`src/rtl/multi_sample_player_pkg.sv`:
```
// rtl/multi_sample_player_pkg.sv - shared mix width, sample format and saturation helper
package multi_sample_player_pkg;

    localparam int MAX_CHANNELS = 8;
    // Wide enough for the largest legal voice count, so any CHANNELS sums without overflow
    localparam int MIX_W        = 16 + $clog2(MAX_CHANNELS);
    localparam int SAMPLE_W     = 9;
    localparam logic [SAMPLE_W-1:0] PCM_BIAS = SAMPLE_W'(128);

    localparam logic signed [MIX_W-1:0] SAT_MAX = MIX_W'(32767);
    localparam logic signed [MIX_W-1:0] SAT_MIN = MIX_W'(-32768);

    function automatic logic signed [15:0] saturate(input logic signed [MIX_W-1:0] v);
        if (v > SAT_MAX) begin
            return 16'sh7fff;
        end else if (v < SAT_MIN) begin
            return 16'sh8000;
        end else begin
            return v[15:0];
        end
    endfunction

endpackage

```
`src/rtl/multi_sample_player_voice.sv`:
```
// rtl/multi_sample_player_voice.sv - per-channel request latching, playback pointer and captured sample
module sample_voice
    import multi_sample_player_pkg::*;
#(
    parameter int ADDR_W = 16
) (
    input  logic                       clk,
    input  logic                       reset,
    input  logic                       trig,
    input  logic                       stop,
    input  logic                       loop,
    input  logic [ADDR_W-1:0]          start_in,
    input  logic [ADDR_W-1:0]          length_in,
    input  logic                       tick,
    input  logic                       capture,
    input  logic [7:0]                 rom_data,
    output logic [ADDR_W-1:0]          fetch_addr,
    output logic                       busy,
    output logic                       done,
    output logic signed [SAMPLE_W-1:0] sample
);

    logic                       pend_trig, pend_trig_n;
    logic                       pend_stop, pend_stop_n;
    logic [ADDR_W-1:0]          ptr, ptr_n;
    logic [ADDR_W-1:0]          start_l, start_n;
    logic [ADDR_W-1:0]          len_l, len_n;
    logic                       busy_n, done_n;
    logic signed [SAMPLE_W-1:0] sample_n;

    always_comb begin
        pend_trig_n = pend_trig | trig;
        pend_stop_n = pend_stop | stop;
        ptr_n       = ptr;
        start_n     = start_l;
        len_n       = len_l;
        busy_n      = busy;
        done_n      = 1'b0;
        sample_n    = sample;
        if (tick) begin
            pend_trig_n = 1'b0;
            pend_stop_n = 1'b0;
            if (pend_stop | stop) begin
                busy_n = 1'b0;
                ptr_n  = '0;
            end else if ((pend_trig | trig) && length_in != '0) begin
                start_n = start_in;
                len_n   = length_in;
                ptr_n   = '0;
                busy_n  = 1'b1;
            end
        end else if (capture) begin
            if (busy) begin
                sample_n = $signed({1'b0, rom_data} - PCM_BIAS);
                if (ptr == len_l - ADDR_W'(1)) begin
                    ptr_n = '0;
                    if (!loop) begin
                        busy_n = 1'b0;
                        done_n = 1'b0 | 1'b1;
                    end
                end else begin
                    ptr_n = ptr + ADDR_W'(1);
                end
            end else begin
                sample_n = '0;
            end
        end
    end

    // Channel 0 is fetched on the tick edge itself, so the address comes from post-tick state
    assign fetch_addr = start_n + ptr_n;

    always_ff @(posedge clk) begin
        if (reset) begin
            pend_trig <= 1'b0;
            pend_stop <= 1'b0;
            ptr       <= '0;
            start_l   <= '0;
            len_l     <= '0;
            busy      <= 1'b0;
            done      <= 1'b0;
            sample    <= '0;
        end else begin
            pend_trig <= pend_trig_n;
            pend_stop <= pend_stop_n;
            ptr       <= ptr_n;
            start_l   <= start_n;
            len_l     <= len_n;
            busy      <= busy_n;
            done      <= done_n;
            sample    <= sample_n;
        end
    end

endmodule

```
`src/rtl/multi_sample_player.sv`:
```
// rtl/multi_sample_player.sv - tick counter, shared-ROM slot sequencer and saturating voice mixer
module multi_sample_player
    import multi_sample_player_pkg::*;
#(
    parameter int CHANNELS = 4,
    parameter int ADDR_W   = 16,
    parameter int DIV      = 512
) (
    input  logic                         clk,
    input  logic                         reset,
    input  logic [CHANNELS-1:0]          trig,
    input  logic [CHANNELS-1:0]          stop,
    input  logic [CHANNELS-1:0]          loop,
    input  logic [CHANNELS*ADDR_W-1:0]   start_addr,
    input  logic [CHANNELS*ADDR_W-1:0]   length,
    output logic [ADDR_W-1:0]            rom_addr,
    input  logic [7:0]                   rom_data,
    output logic [CHANNELS-1:0]          busy,
    output logic [CHANNELS-1:0]          done,
    output logic signed [15:0]           audio,
    output logic                         sample_strobe
);

    localparam int CNT_W = $clog2(DIV);

    logic [CNT_W-1:0]           count;
    logic                       primed;
    logic                       tick;
    logic                       mix_load;
    logic [ADDR_W-1:0]          fetch_addr [CHANNELS];
    logic signed [SAMPLE_W-1:0] sample     [CHANNELS];
    logic [ADDR_W-1:0]          rom_addr_n;
    logic signed [MIX_W-1:0]    mix;

    // primed holds off the first tick so a reset always gives one full idle period
    always_ff @(posedge clk) begin
        if (reset) begin
            count  <= '0;
            primed <= 1'b0;
        end else if (count == CNT_W'(DIV - 1)) begin
            count  <= '0;
            primed <= 1'b1;
        end else begin
            count  <= count + CNT_W'(1);
        end
    end

    assign tick     = primed && (count == '0);
    assign mix_load = primed && (count == CNT_W'(2 * CHANNELS + 1));

    for (genvar i = 0; i < CHANNELS; i++) begin : g_voice
        sample_voice #(.ADDR_W(ADDR_W)) u_voice (
            .clk        (clk),
            .reset      (reset),
            .trig       (trig[i]),
            .stop       (stop[i]),
            .loop       (loop[i]),
            .start_in   (start_addr[i*ADDR_W +: ADDR_W]),
            .length_in  (length[i*ADDR_W +: ADDR_W]),
            .tick       (tick),
            .capture    (primed && (count == CNT_W'(2 * i + 2))),
            .rom_data   (rom_data),
            .fetch_addr (fetch_addr[i]),
            .busy       (busy[i]),
            .done       (done[i]),
            .sample     (sample[i])
        );
    end

    always_comb begin
        rom_addr_n = rom_addr;
        for (int i = 0; i < CHANNELS; i++) begin
            if (primed && count == CNT_W'(2 * i)) begin
                rom_addr_n = fetch_addr[i];
            end
        end
    end

    always_comb begin
        mix = '0;
        for (int i = 0; i < CHANNELS; i++) begin
            mix = mix + ({{(MIX_W-SAMPLE_W){sample[i][SAMPLE_W-1]}}, sample[i]} << 8);
        end
    end

    always_ff @(posedge clk) begin
        if (reset) begin
            rom_addr      <= '0;
            audio         <= '0;
            sample_strobe <= 1'b0;
        end else begin
            rom_addr      <= rom_addr_n;
            sample_strobe <= mix_load;
            if (mix_load) begin
                audio <= saturate(mix);
            end
        end
    end

endmodule

```
`config.mk`:
```
export PLATFORM = sky130hd
export DESIGN_NAME = multi_sample_player
export DESIGN_NICKNAME = d
export VERILOG_FILES = /design/src/rtl/multi_sample_player_pkg.sv /design/src/rtl/multi_sample_player_voice.sv /design/src/rtl/multi_sample_player.sv
export SDC_FILE = /design/constraint.sdc
export NUM_CORES = 1
export LEC_CHECK = 0
export BUFFER_PORTS_ARGS = -buffer_cell sky130_fd_sc_hd__buf_2
export CORE_MARGIN = 8
export CORE_UTILIZATION = 30
export CTS_CLUSTER_DIAMETER = 30
export DETAILED_ROUTE_END_ITERATION = 10
export GPL_TIMING_DRIVEN = 0
export PLACE_DENSITY_LB_ADDON = 0.12
export SLEW_MARGIN = 20
export SYNTH_ARGS = -nofsm -noshare
export SYNTH_HDL_FRONTEND = slang
export SYNTH_SLANG_ARGS = --single-unit
```
`constraint.sdc`:
```
create_clock -name clk -period 7.1 [get_ports clk]
set_clock_uncertainty 0.1 [all_clocks]
set_input_delay 0.355 -clock clk [delete_from_list [all_inputs] [get_ports clk]]
set_output_delay 0.355 -clock clk [all_outputs]
set_load 0.05 [all_outputs]
```
* After elaboration in Yosys (flattened, before gate mapping)
Cells that the tools add are included.
** Word-level totals
- Register bits :: 287
- Bits of input ports :: 150
- Logic and storage cells :: 211
- Output and inout port bits :: 41
** Cells by class
- Order comparisons :: 2
- Equal/unequal tests :: 14
- Mux-type cells :: 78
- Bitwise operators :: 25
- Reductions and logical operators :: 38
- Add/sub/neg operators :: 17
** Operators with widths (count)
- 16-bit two-way mux :: 42
- 16-bit by 1-bit adder with 16-bit output, second input constant :: 4
- 16-bit adder :: 4
- 16-bit == test :: 4
- 16-bit nonzero test :: 4
- 16-bit by 1-bit subtractor with 16-bit output, second input constant :: 4
- 9-bit two-way mux :: 4
- 1-bit two-way mux :: 32
- 5-bit OR reduction :: 4
- 18-bit by 17-bit adder with 19-bit output :: 1
- 19-bit adder :: 1
- 19-bit by 16-bit greater-than comparator with 1-bit output, second input constant :: 1
- 19-bit by 16-bit less-than comparator with 1-bit output, second input constant :: 1
- 17-bit by 17-bit adder with 18-bit output :: 1
- 9-bit by 3-bit == test with 1-bit output, second input constant :: 2
- 9-bit by 4-bit == test with 1-bit output, second input constant :: 2
- 1-bit NOT :: 17
- 2-bit AND reduction :: 8
- 3-bit AND reduction :: 4
- 1-bit logical AND :: 10
- 9-bit by 1-bit adder with 9-bit output, second input constant :: 1
- 9-bit by 2-bit == test with 1-bit output, second input constant :: 1
- 9-bit == test, second input constant :: 1
- 9-bit zero test :: 1
- 7 further kinds :: 20

* Logic depth before layout (Yosys ltp)
Gate-level depths: netlist of the first run.
- Depth in word-level cells :: 11
- Mapped depth :: 25
- Mapped depth without buffers :: 23

* Modules after synthesis
From an unflattened synthesis of the first run, not the netlist that was laid out.
** Second synthesis, totals
- Cell total of the unflattened synthesis :: 2285
- Area total of the unflattened synthesis :: 18809.3 µm²
** By module, submodules not included
- sample_voice at g_voice[0].u_voice ... :: instances 2, sequential area each 1201.2 µm², cells each 465, area an instance 3935.0 µm²
- sample_voice at g_voice[3].u_voice :: instances 1, sequential area each 1201.2 µm², cells each 486, area an instance 3978.8 µm²
- sample_voice at g_voice[2].u_voice :: instances 1, sequential area each 1201.2 µm², cells each 516, area an instance 3956.3 µm²
- multi_sample_player :: instances 1, sequential area each 720.7 µm², cells each 353, area an instance 3004.1 µm²

* Worst setup path before layout of the first run
Ideal clock, no wire load.
- Path type :: register to register
- From :: reg g_voice[1].u_voice.len_l[2]
- To :: reg rom_addr[14]
- Clock period less this slack :: 4.969 ns
- Data required time :: 6.864 ns
- Setup time :: 0.136 ns
- Stages on the path, launching flop included :: 22
- Path buffers :: 1
- Arrival time :: 4.734 ns
- Slack :: 2.131 ns
- Cell sequence :: dfxtp_1 -> nor4_2 -> buf_2 -> nand4_1 -> or4b_1 -> o211ai_1 -> o22ai_1 -> or2_2 -> nor2b_1 -> mux2_2 -> ha_1 -> fa_1 -> a21o_1 -> a21oi_1 -> o21ai_0 -> a21oi_1 -> o21ai_0 -> o22ai_1 -> nor2b_1 -> or4_1 -> a21oi_1 -> o32ai_1
** On the way
- Longest elaborated chain between the ends :: 10
** RTL lines
- from (decl) :: line multi_sample_player_voice.sv:27 : logic [ADDR_W-1:0] len_l, len_n;
- from (signal assigned) :: line multi_sample_player_voice.sv:88 : len_l <= len_n;
- 16-bit by 1-bit subtractor with 16-bit output :: line multi_sample_player_voice.sv:55 : if (ptr == len_l - ADDR_W'(1)) begin
- 16-bit == test :: line multi_sample_player_voice.sv:55
- 16-bit two-way mux :: line multi_sample_player_voice.sv:55
- 16-bit two-way mux :: line multi_sample_player_voice.sv:53 : if (busy) begin
- 16-bit two-way mux :: line multi_sample_player_voice.sv:52 : end else if (capture) begin
- 16-bit two-way mux :: line multi_sample_player_voice.sv:40 : if (tick) begin
- named net g_voice[1].u_voice.ptr_n[0] :: line multi_sample_player_voice.sv:25 : logic [ADDR_W-1:0] ptr, ptr_n;
- 16-bit adder :: line multi_sample_player_voice.sv:71 : assign fetch_addr = start_n + ptr_n;
- 16-bit two-way mux (3 in a row) :: line multi_sample_player.sv:73 : if (primed && count == CNT_W'(2 * i)) begin
- to (signal assigned) :: line multi_sample_player.sv:92 : rom_addr <= rom_addr_n;
- to (decl) :: line multi_sample_player.sv:16 : output logic [ADDR_W-1:0] rom_addr,
The timed path passes the listed nets, and every way through them passes these cells.
A chain may end at the register's enable or synchronous reset.

* Worst setup path in the final report of the first run
- From :: reg count[5]
- To :: reg rom_addr[12]
** On the way
- Elaborated cells on any way between the ends :: 31
- Classes of those cells :: add/sub (4); eq/ne (4); mux (16); reduce/logical (7)
** RTL lines
- from (decl) :: line multi_sample_player.sv:26 : logic [CNT_W-1:0] count;
- from (signal assigned) :: line multi_sample_player.sv:44 : count <= count + CNT_W'(1);
- 9-bit zero test :: line multi_sample_player.sv:48 : assign tick = primed && (count == '0);
- 1-bit logical AND :: line multi_sample_player.sv:48
- 16-bit two-way mux :: line multi_sample_player_voice.sv:40
- named net g_voice[0].u_voice.start_n[6] :: line multi_sample_player_voice.sv:26 : logic [ADDR_W-1:0] start_l, start_n;
- 16-bit adder :: line multi_sample_player_voice.sv:71
- 16-bit two-way mux (4 in a row) :: line multi_sample_player.sv:73
The timed path passes the listed nets, and every way through them passes these cells. The select of a mux whose other input is x is not followed.

==> results of run 1 <==
flip-flops by register name, summed over array words and instances, names as in the netlist, 4 cells and up:
name,flops
g_voice.u_voice.len_l,64
g_voice.u_voice.ptr,64
g_voice.u_voice.start_l,64
g_voice.u_voice.sample,32
rom_addr,16
audio,9
count,9
g_voice.u_voice.busy,4
g_voice.u_voice.done,4
g_voice.u_voice.pend_stop,4
g_voice.u_voice.pend_trig,4
through the flow:
step / cells / worst slack, ns / hold slack (ns) / power [mW] / util (%)
2_1_floorplan: 2352 / 2.13 / 0.333 / 1.63 / -
3_3_place_gp: 3315 / 0.362 / 0.346 / 1.71 / 33.6
3_5_place_dp: 3315 / 0.329 / 0.352 / 1.71 / 33.6
4_1_cts: 3620 / 0.326 / 0.00586 / 5.89 / 41.4
5_1_grt: 3620 / 0.0471 / 0.0143 / 6.02 / 41.4
6_report: 3620 / 0.471 / 0.0167 / 5.84 / 41.4
cell type report:
type	instances	area, um2
plain buffers	138	617
clock buffers	114	2450
clock inverters	47	702
fillers	5977	34500
inverters	48	180
multi-input cells	1890	11600
flip-flops and latches	276	5530
well taps	773	967
repair buffers	334	2390
how the worst max path moves through the flow:
stage / to / depth (start not counted) / slack [ns]
after floorplan: rom_addr[14] / 21 / 2.13
after global placement: rom_addr[9] / 19 / 0.36
after detailed placement: rom_addr[12] / 19 / 0.33
after CTS: rom_addr[12] / 19 / 0.33
after global routing: rom_addr[9] / 20 / 0.05
final: rom_addr[12] / 19 / 0.47
worst max-delay path, delay by kind of cell, from the launching register on:
kind            cells  cell delay [ns]
fa+ha+maj           1             0.29
buf+inv             4             1.78
simple gates        6             1.93
flops               1             0.32
compound gates      8             2.09
logic make-up (layout without fill, tap and decap cells):
group	count (synthesis)	in the layout
AOI/OAI and AO/OA	536	536
xor gates and xnor gates	150	150
adders and majority gates	104	104
buffers and inverters	186	681
DFF	276	276
muxes	13	13
and+or+nand+nor	1087	1087
Yosys cell counts (all sizes together), types with 5 or more instances:
master   instances
o41ai            7
ha              83
xor2            59
or2             11
and4            11
and2            15
a21boi           5
nand2b          19
or4             11
nand3           80
clkbuf         104
a221oi           5
dfxtp          276
nor3           107
o211ai          17
a21o            21
mux2i            8
nor4            39
o21a            15
fa              21
mux2             5
nand4b           8
nor2           192
o31a             9
a2111oi          6
a31oi           15
nand2          455
nor3b            8
xnor2           90
nand3b          11
inv             48
a211oi          24
or3             17
nand4           25
o21ai           70
o21bai          16
nor2b           39
a22oi           12
a211o            7
a21oi          249
and3            26
a41oi            5
buf             34
nor4b            7
o31ai           13
routing by layer:
layer | track usage [%] | up-vias
met2 | 32.9 | 499
met5 | 0 | -
met3 | 3.42 | 115
met4 | 7.75 | 0
li1 | - | 9176
met1 | 24.8 | 8772
timing repair:
item	in CTS	in global routing
endpoints found under the hold margin	165	0
buffers inserted	0	0
hold buffers	144	0
setup endpoints to repair	0	0
power breakdown:
| group | internal, mW | switching [mW] |
|---|---|---|
| combinational | 0.0924 | 0.0907 |
| clock | 2.92 | 1.17 |
| sequential | 1.56 | 0.00230 |
==> results.md, run 1 <==
* Crit Path Class: flip-flop to flip-flop
* Crit-path cells: or4_1, buf_2, nor4_4, clkbuf_1, and3_1, clkbuf_1, buf_1, nand2_1, nand2_1, ha_1, a211o_1, o21bai_1, a21oi_1, o21bai_1, a2111o_1, nand3_1, a21oi_1, o31a_1, o41ai_1
* Final Setup Violations at 0
* Most frequent cells in the layout: nand2_1, dfxtp_1, a21oi_1
* Critical Path RT at 7.52 ns
* Clock slew at reported path FFs at 0.04 ns
* Critical path peak fanout at 10
* Fmax at 151 MHz
* Cts repair resizes at 0
* Hold Path Cell Cnt at 3
* Crit path time final at 6.63 ns
* CP Launch Type: flip-flop
* Share of the synthesized area in the top cell type at 30.9%
* GRT Total Usage at 19.6%
* Largest family of logic cells by synthesized area: simple AND/OR/NAND/NOR gates
* Seq/Total Area, Yosys at 30.9%
* WL per Instance at 18.9 um
* Yosys reg bits at 276
* Yosys Warn Count at 0
* Cell Area, Synth at 17,900 um2
* Residual DRC at 0
* Routed WL at 68,500 um
* R2R Path Start: count[5]
* RSZ-0062 raised after global routing: false
* CP endpoint kind: flip-flop
* Die Y at 260 um
* Top_reg_cell synth: dfxtp_1
* Clock Sinks at 276
* Area Growth Syn to Fin at 36.6%
* Power Dens Cells at 239 nW/um2
* Met2 routed WL at 32,700 um
* GRT overflow at 0
* Worst Tran Pin Value at 1.14 ns
* Commonest non-fill, non-tap cell in the layout: nand2_1
* Worst hold path type: primary input to flip-flop
* EDFF count, synth at 0
* Asr flop ratio synth at 0%
* Syn Nets at 2,606
* Largest net degree at the start of global routing at 14
* First-pass DRT Iterations at 5
* Post-synthesis mux area share at 0.785%
* Clk root buf: clkbuf_16
* PortBufs at 190
* Layout cells sized above 1 at 15.1%
* Pins Over Slew Limit at 0
* Iteration-0 DRC Markers at 1,044
* Rows at 89
* Global-route wire length before repair at 104,000 um
* Status: finished clean
* CP max-delay cell: clkbuf_1
* Worst R2R End: rom_addr[12]
* Simple-gate share of the synthesized area at 29.4%
* Routed Antenna Nets at 0
* CTS H-tree lvls at 3
* Ranking of synthesized cells by area: dfxtp_1, nand2_1, a21oi_1
* Leak at 10.3 nW
* Distinct cell type count after synthesis at 94
* Compound-Gate Fraction of Synth Area at 18.8%
* Post-DP HPWL at 53,100 um
* Initial core utilization at 30.3%
* Slew headroom at 23.3%
* Ant. Diodes at 0
* WL met3 at 3660 um
* Die width at 260 um
* Count of final hold-check violations at 0
* Core ar. at 58,900 um2
* Setup_tns at 0 ns
* Clock Path Buffers at 3
* Vias in the first global route at 18,194
* Final period util at 93.4%
* Nets at 3,028
* Full die area at 67,600 um2
* Syn Area/Cell at 7.59 um2
* RD Place Congestion at 0.882
* M1 WL at 30,000 um
* CTS tree: done
* Slowest Stage Delay on Critical Path at 0.82 ns
* CTS buffer count at 86
* Initial antenna violation count at 0
* Routed vias/inst at 5.13
* Worst hold start: loop[3]
* Yosys top cell by area: dfxtp_1
* Top sig layer: met4
* Worst vdd ir at 161 uV
* Via Count at 18,562
* Placed Area at 19,800 um2
* R2R setup slack at 0.47 ns
* I/O Pins at 191
* Worst skew pair latency at 0.62 ns
* Hold endpoint: g_voice[3].u_voice.done
* Post-synthesis adder-cell area fraction at 8.17%
* Post-synthesis xor/xnor area fraction at 7.43%
* WP data arrival at 7.05 ns
* Reg2Reg Depth at 19
* Crit path from: count[5]
* Max-cap violations at 0
* Mapped Cells at 2,352
* Final instance area at 24,400 um2
(Power assumes the default switching activity.)
==> inputs of run 2 (changes only) <==
- ABC_AREA: not set -> 1
==> run 2 against run 1 <==
  * Setup slack improved by 1.2 ns
  * Largest cell class unchanged
  * Sequential cell count stayed put
  * Sequential share of layout area shrank 0.47 points
  * Non-clock buffer count fell by 62
  * Power down 5.2%
  * Largest power group unchanged
  * Wire length up 5.1%
==> results.md, run 2 <==
* Post-synthesis mux area share at 0.0533%
* Met2 Use GR at 33.8%
* Initial core utilization at 30.4%
* Placed Area at 20,800 um2
* Full die area at 70,900 um2
* WL per Instance at 17.5 um
* Most frequent cells in the layout: nand2_1, nor2_1, inv_1
* Cts repair resizes at 0
* Syn Area/Cell at 6.67 um2
* Die width at 266 um
* CTS buffer count at 91
* Post-synthesis adder-cell area fraction at 7.77%
* Largest net degree at the start of global routing at 13
* I/O Pins at 191
* Final period util at 76.0%
* Final instance area at 24,900 um2
* Cell Area, Synth at 18,800 um2
* First-pass DRT Iterations at 5
* Routed Antenna Nets at 0
* Leak at 12.1 nW
* Max-cap violations at 0
* RSZ-0062 raised after global routing: false
* PortBufs at 190
* Worst Tran Pin Value at 1.10 ns
* Simple-gate share of the synthesized area at 30.1%
* Status: finished clean
* Ranking of synthesized cells by area: dfxtp_1, nand2_1, nor2_1
* Final Setup Violations at 0
* FILL cells at 6,539
* Share of the synthesized area in the top cell type at 29.4%
* Mapped Cells at 2,818
* Rows at 91
* Routed WL at 72,000 um
* Die Y at 266 um
* Via Count at 19,842
* GRT overflow at 0
* Area Growth Syn to Fin at 32.6%
* Vias in the first global route at 20,107
* Crit Path Class: flip-flop to flip-flop
* Clk root buf: clkbuf_16
* GRT Total Usage at 20.0%
* Setup WS pre-CTS at 1.63 ns
* Register Area at 5530 um2
* Residual DRC at 0
* Post-synthesis xor/xnor area fraction at 6.13%
* Biggest regs: g_voice.u_voice.len_l: 64 flops, g_voice.u_voice.ptr: 64 flops, g_voice.u_voice.start_l: 64 flops
* Tot Pwr at 5.53 mW
* Multi-input logic area at 11,400 um2
* Core ar. at 61,800 um2
* Nets at 3,475
* Worst Slack Setup Final at 1.71 ns
* Setup_tns at 0 ns
* Most frequent cell after synthesis: nand2_1
* Clock Sinks at 276
* Syn Nets at 3,072
* Commonest non-fill, non-tap cell in the layout: nand2_1
* CTS tree: done
* Commonest cells in the netlist: nand2_1, nor2_1, inv_1
* Largest family of logic cells by synthesized area: simple AND/OR/NAND/NOR gates
* Hold WS at 0.0248 ns
* CP max-delay cell: fa_1
* Worst hold start: start_addr[59]
* Layout cells sized above 1 at 14.8%
* Grt met1 use at 24.7%
* Post-DP HPWL at 57,000 um
* Clock Path Buffers at 3
* Yosys reg bits at 276
* Iteration-0 DRC Markers at 1,172
* Critical Path RT at 7.54 ns
* WP data arrival at 5.83 ns
* Routed vias/inst at 4.81
* Distinct cell type count after synthesis at 57
* Slowest Stage Delay on Critical Path at 0.41 ns
* Top_reg_cell synth: dfxtp_1
* Critical path peak fanout at 10
* Seq/Total Area, Yosys at 29.4%
* Worst hold path type: primary input to flip-flop
* RD Place Congestion at 0.888
* GR peak layer: met2
* Compound-Gate Fraction of Synth Area at 16.9%
* CP Launch Type: flip-flop
* Slew headroom at 26.4%
* Crit path time final at 5.39 ns
* Yosys Warn Count at 0
* Power Dens Cells at 222 nW/um2
* CTS H-tree lvls at 3
* Worst vdd ir at 199 uV
* Setup bufs post-CTS at 0
* Clock slew at reported path FFs at 0.04 ns
* R2R Path Start: count[0]
* Fmax at 185 MHz
* Global-route wire length before repair at 112,000 um
* Count of final hold-check violations at 0
* Pins Over Slew Limit at 0
* Initial antenna violation count at 1
* Ant. Diodes at 0
* Crit path from: count[0]
* EDFF count, synth at 0
* Met3 Use GR at 3.84%
* Worst skew pair latency at 0.61 ns
* Asr flop ratio synth at 0%
* CP endpoint kind: flip-flop
* Yosys top cell by area: dfxtp_1
==> run 2: repair_timing <==
| action | in CTS | in global routing |
|---|---|---|
| setup endpoints to repair | 0 | 0 |
| hold buffers | 120 | 0 |
| hold endpoints to repair | 144 | 0 |
==> run 2: critical path: cells and delay by family (launching register included) <==
family	cells	cell delay [ns]
adder cells (fa/ha/maj)	3	0.82
flip-flops	1	0.33
AO/OA/AOI/OAI	8	1.50
buffers and inverters	7	0.73
XOR/XNOR	1	0.27
AND/OR/NAND/NOR	10	1.55
==> run 2: final timing paths <==
kind | end | depth (start not counted) | slack [ns]
worst min register to register | audio[8] | 2 | 0.36
worst min-delay path | g_voice[3].u_voice.start_l[11] | 4 | 0.02
worst max register to register | rom_addr[14] | 29 | 1.71
worst max-delay path | rom_addr[14] | 29 | 1.71
==> run 2: area by class of cell <==
| type | instances | share of cell area (%) |
|---|---|---|
| plain buffers | 100 | 1.83 |
| flip-flops and latches | 276 | 22.2 |
| clock inverters | 29 | 1.20 |
| well taps | 837 | 4.20 |
| inverters | 366 | 5.51 |
| clock buffers | 130 | 10.5 |
| multi-input cells | 2076 | 45.9 |
| repair buffers | 310 | 8.64 |
==> run 2: stage by stage <==
stage / util [%] / std cells
final: 40.3 / 4124
after global routing: 40.3 / 4124
after CTS: 40.3 / 4124
after detailed placement: 33.6 / 3845
after global placement: 33.6 / 3845
after floorplan: - / 2818
==> run 2: kinds of logic after synthesis <==
logic type	count (synthesis)
xor gates and xnor gates	130
and+or+nand+nor	1273
adders and majority gates	104
AOI/OAI and AO/OA	568
DFF	276
muxes	1
buffers and inverters	466
==> run 2: metal layers <==
| layer | wire (um) | vias to the layer above |
|---|---|---|
| li1 | - | 10066 |
| met1 | 32100 | 9148 |
| met2 | 33500 | 473 |
| met3 | 3540 | 155 |
| met4 | 2880 | 0 |
| met5 | 0 | - |
==> run 2: where the power goes <==
part	switching (mW)	internal [mW]	total (mW)
registers	0.00260	1.56	1.56
logic	0.103	0.0868	0.190
clock network	1.12	2.66	3.78
total	1.23	4.31	5.53
==> inputs of run 3 (changes only) <==
- clock period: 7.1 -> 5.4 ns (I/O delays scaled with it)
==> run 3 against run 2 <==
  * Utilization up 0.77 points
  * Combinational power up 41%
  * Power up 32%
  * The flow now finishes with violations (negative hold slack)
  * Register-to-register slack worse by 1.4 ns
  * Setup slack worse by 1.4 ns
  * Critical path type unchanged
==> results.md, run 3 (synthesis results as in run 2) <==
* Status: complete, but fails checks
* Failing checks: negative hold slack
* Routed WL at 72,400 um
* Clock Sinks at 276
* Hold Path Cell Cnt at 4
* Crit path time final at 5.07 ns
* CTS buffer count at 91
* Layout cells sized above 1 at 15.8%
* Critical Path RT at 5.83 ns
* Worst skew pair latency at 0.61 ns
* Initial antenna violation count at 1
* Max-cap violations at 0
* Routed vias/inst at 4.82
* Worst Slack Setup Final at 0.327 ns
* WP data arrival at 5.51 ns
* Via Count at 20,081
* Register Area at 5530 um2
* Biggest regs: g_voice.u_voice.len_l: 64 flops, g_voice.u_voice.ptr: 64 flops, g_voice.u_voice.start_l: 64 flops
* Die width at 266 um
* CP max-delay cell: fa_1
* Worst Tran Pin Value at 1.14 ns
* Core ar. at 61,800 um2
* R2R Path Start: count[0]
* Critical path peak fanout at 10
* GRT overflow at 0
* CTS tree: done
* I/O Pins at 191
* R2R setup slack at 0.33 ns
* Die Y at 266 um
* Full die area at 70,900 um2
* Pins Over Slew Limit at 0
* Crit path from: count[0]
* Worst hold path type: primary input to flip-flop
* Power Dens Cells at 287 nW/um2
* CP endpoint kind: flip-flop
* Most frequent cells in the layout: nand2_1, nor2_1, inv_1
* Fmax at 197 MHz
* Setup WS pre-CTS at -0.0687 ns
* FILL cells at 6,518
* Iteration-0 DRC Markers at 1,175
* Commonest non-fill, non-tap cell in the layout: nand2_1
* Routed Antenna Nets at 0
* Hold WS at -0.0152 ns
* PortBufs at 190
* CTS H-tree lvls at 3
* Residual DRC at 0
* Rows at 91
* Clk root buf: clkbuf_16
* Final Setup Violations at 0
* Global-route wire length before repair at 112,000 um
* Initial core utilization at 30.4%
* Clock slew at reported path FFs at 0.04 ns
* Slowest Stage Delay on Critical Path at 0.41 ns
* Leak at 12.3 nW
* RD Place Congestion at 0.888
* Reg2Reg Depth at 29
* GRT Total Usage at 20.0%
* Nets at 3,514
* Crit Path Class: flip-flop to flip-flop
* Tot Pwr at 7.29 mW
* Worst setup endpoint: rom_addr[14]
* Ant. Diodes at 0
* Count of final hold-check violations at 1
* Slew headroom at 24.3%
* Clock Path Buffers at 3
* Worst vdd ir at 261 uV
* Worst R2R End: rom_addr[14]
* WL per Instance at 17.4 um
* First-pass DRT Iterations at 5
* Vias in the first global route at 20,237
* CP Launch Type: flip-flop
* Largest net degree at the start of global routing at 13
* Multi-input logic area at 11,500 um2
* Post-DP HPWL at 57,000 um
* Layout Utilization at 41.1%
* Area Growth Syn to Fin at 35.2%
* Final period util at 93.9%
-- run 3: timing repair --
action / 4_1_cts / 5_1_grt
setup endpoints to repair: 2 / 8
pin swaps: 0 / 9
buffers inserted: 0 / 12
hold endpoints to repair: 172 / 1
resized for setup: 2 / 44
hold buffers: 146 / 1
-- run 3: where the power goes --
| part | total [mW] | switching [mW] | internal, mW |
|---|---|---|---|
| registers | 2.06 | 0.00340 | 2.05 |
| clock network | 4.97 | 1.47 | 3.50 |
| logic | 0.267 | 0.140 | 0.127 |
| total | 7.29 | 1.62 | 5.68 |
-- run 3: how the worst min path moves through the flow --
stage	start	endpoint
global route	start_addr[49]	g_voice[3].u_voice.start_l[1]
CTS	reset	count[2]
finish	start_addr[49]	g_voice[3].u_voice.start_l[1]
global placement	g_voice[0].u_voice.pend_trig	g_voice[0].u_voice.pend_trig
floorplan	loop[0]	g_voice[0].u_voice.done
detailed placement	g_voice[2].u_voice.pend_trig	g_voice[2].u_voice.pend_trig
-- run 3: cell type report --
class | instances | area share (%)
clock buffers | 130 | 10.3
repair buffers | 349 | 9.90
plain buffers | 100 | 1.83
clock inverters | 29 | 1.17
inverters | 366 | 5.41
well taps | 837 | 4.12
multi-input cells | 2076 | 45.5
flip-flops and latches | 276 | 21.8
-- run 3: critical path: cells and delay by family (launching register included) --
family / cells / cell delay [ns]
fa+ha+maj: 3 / 0.81
compound gates: 8 / 1.23
xor+xnor: 1 / 0.28
flops: 1 / 0.33
simple gates: 10 / 1.58
buf+inv: 7 / 0.68
-- run 3: metrics by stage --
stage,instances,hold WS (ns),area [um2],TNS (ns)
2_1_floorplan,2818,0.248,18800,0
3_3_place_gp,3845,0.342,20800,-0.111
3_5_place_dp,3845,0.357,20800,-0.0687
4_1_cts,4150,0.00539,25200,0
5_1_grt,4163,0.0182,25400,-0.00134
6_report,4163,-0.0152,25400,0
-- run 3: per-layer routing --
metal	up-vias	track usage [%]	part of all wire, %
met1	9291	24.8	45
met4	0	8.32	4.0
li1	10151	-	-
met5	-	0	0
met3	152	3.81	4.9
met2	487	33.9	47
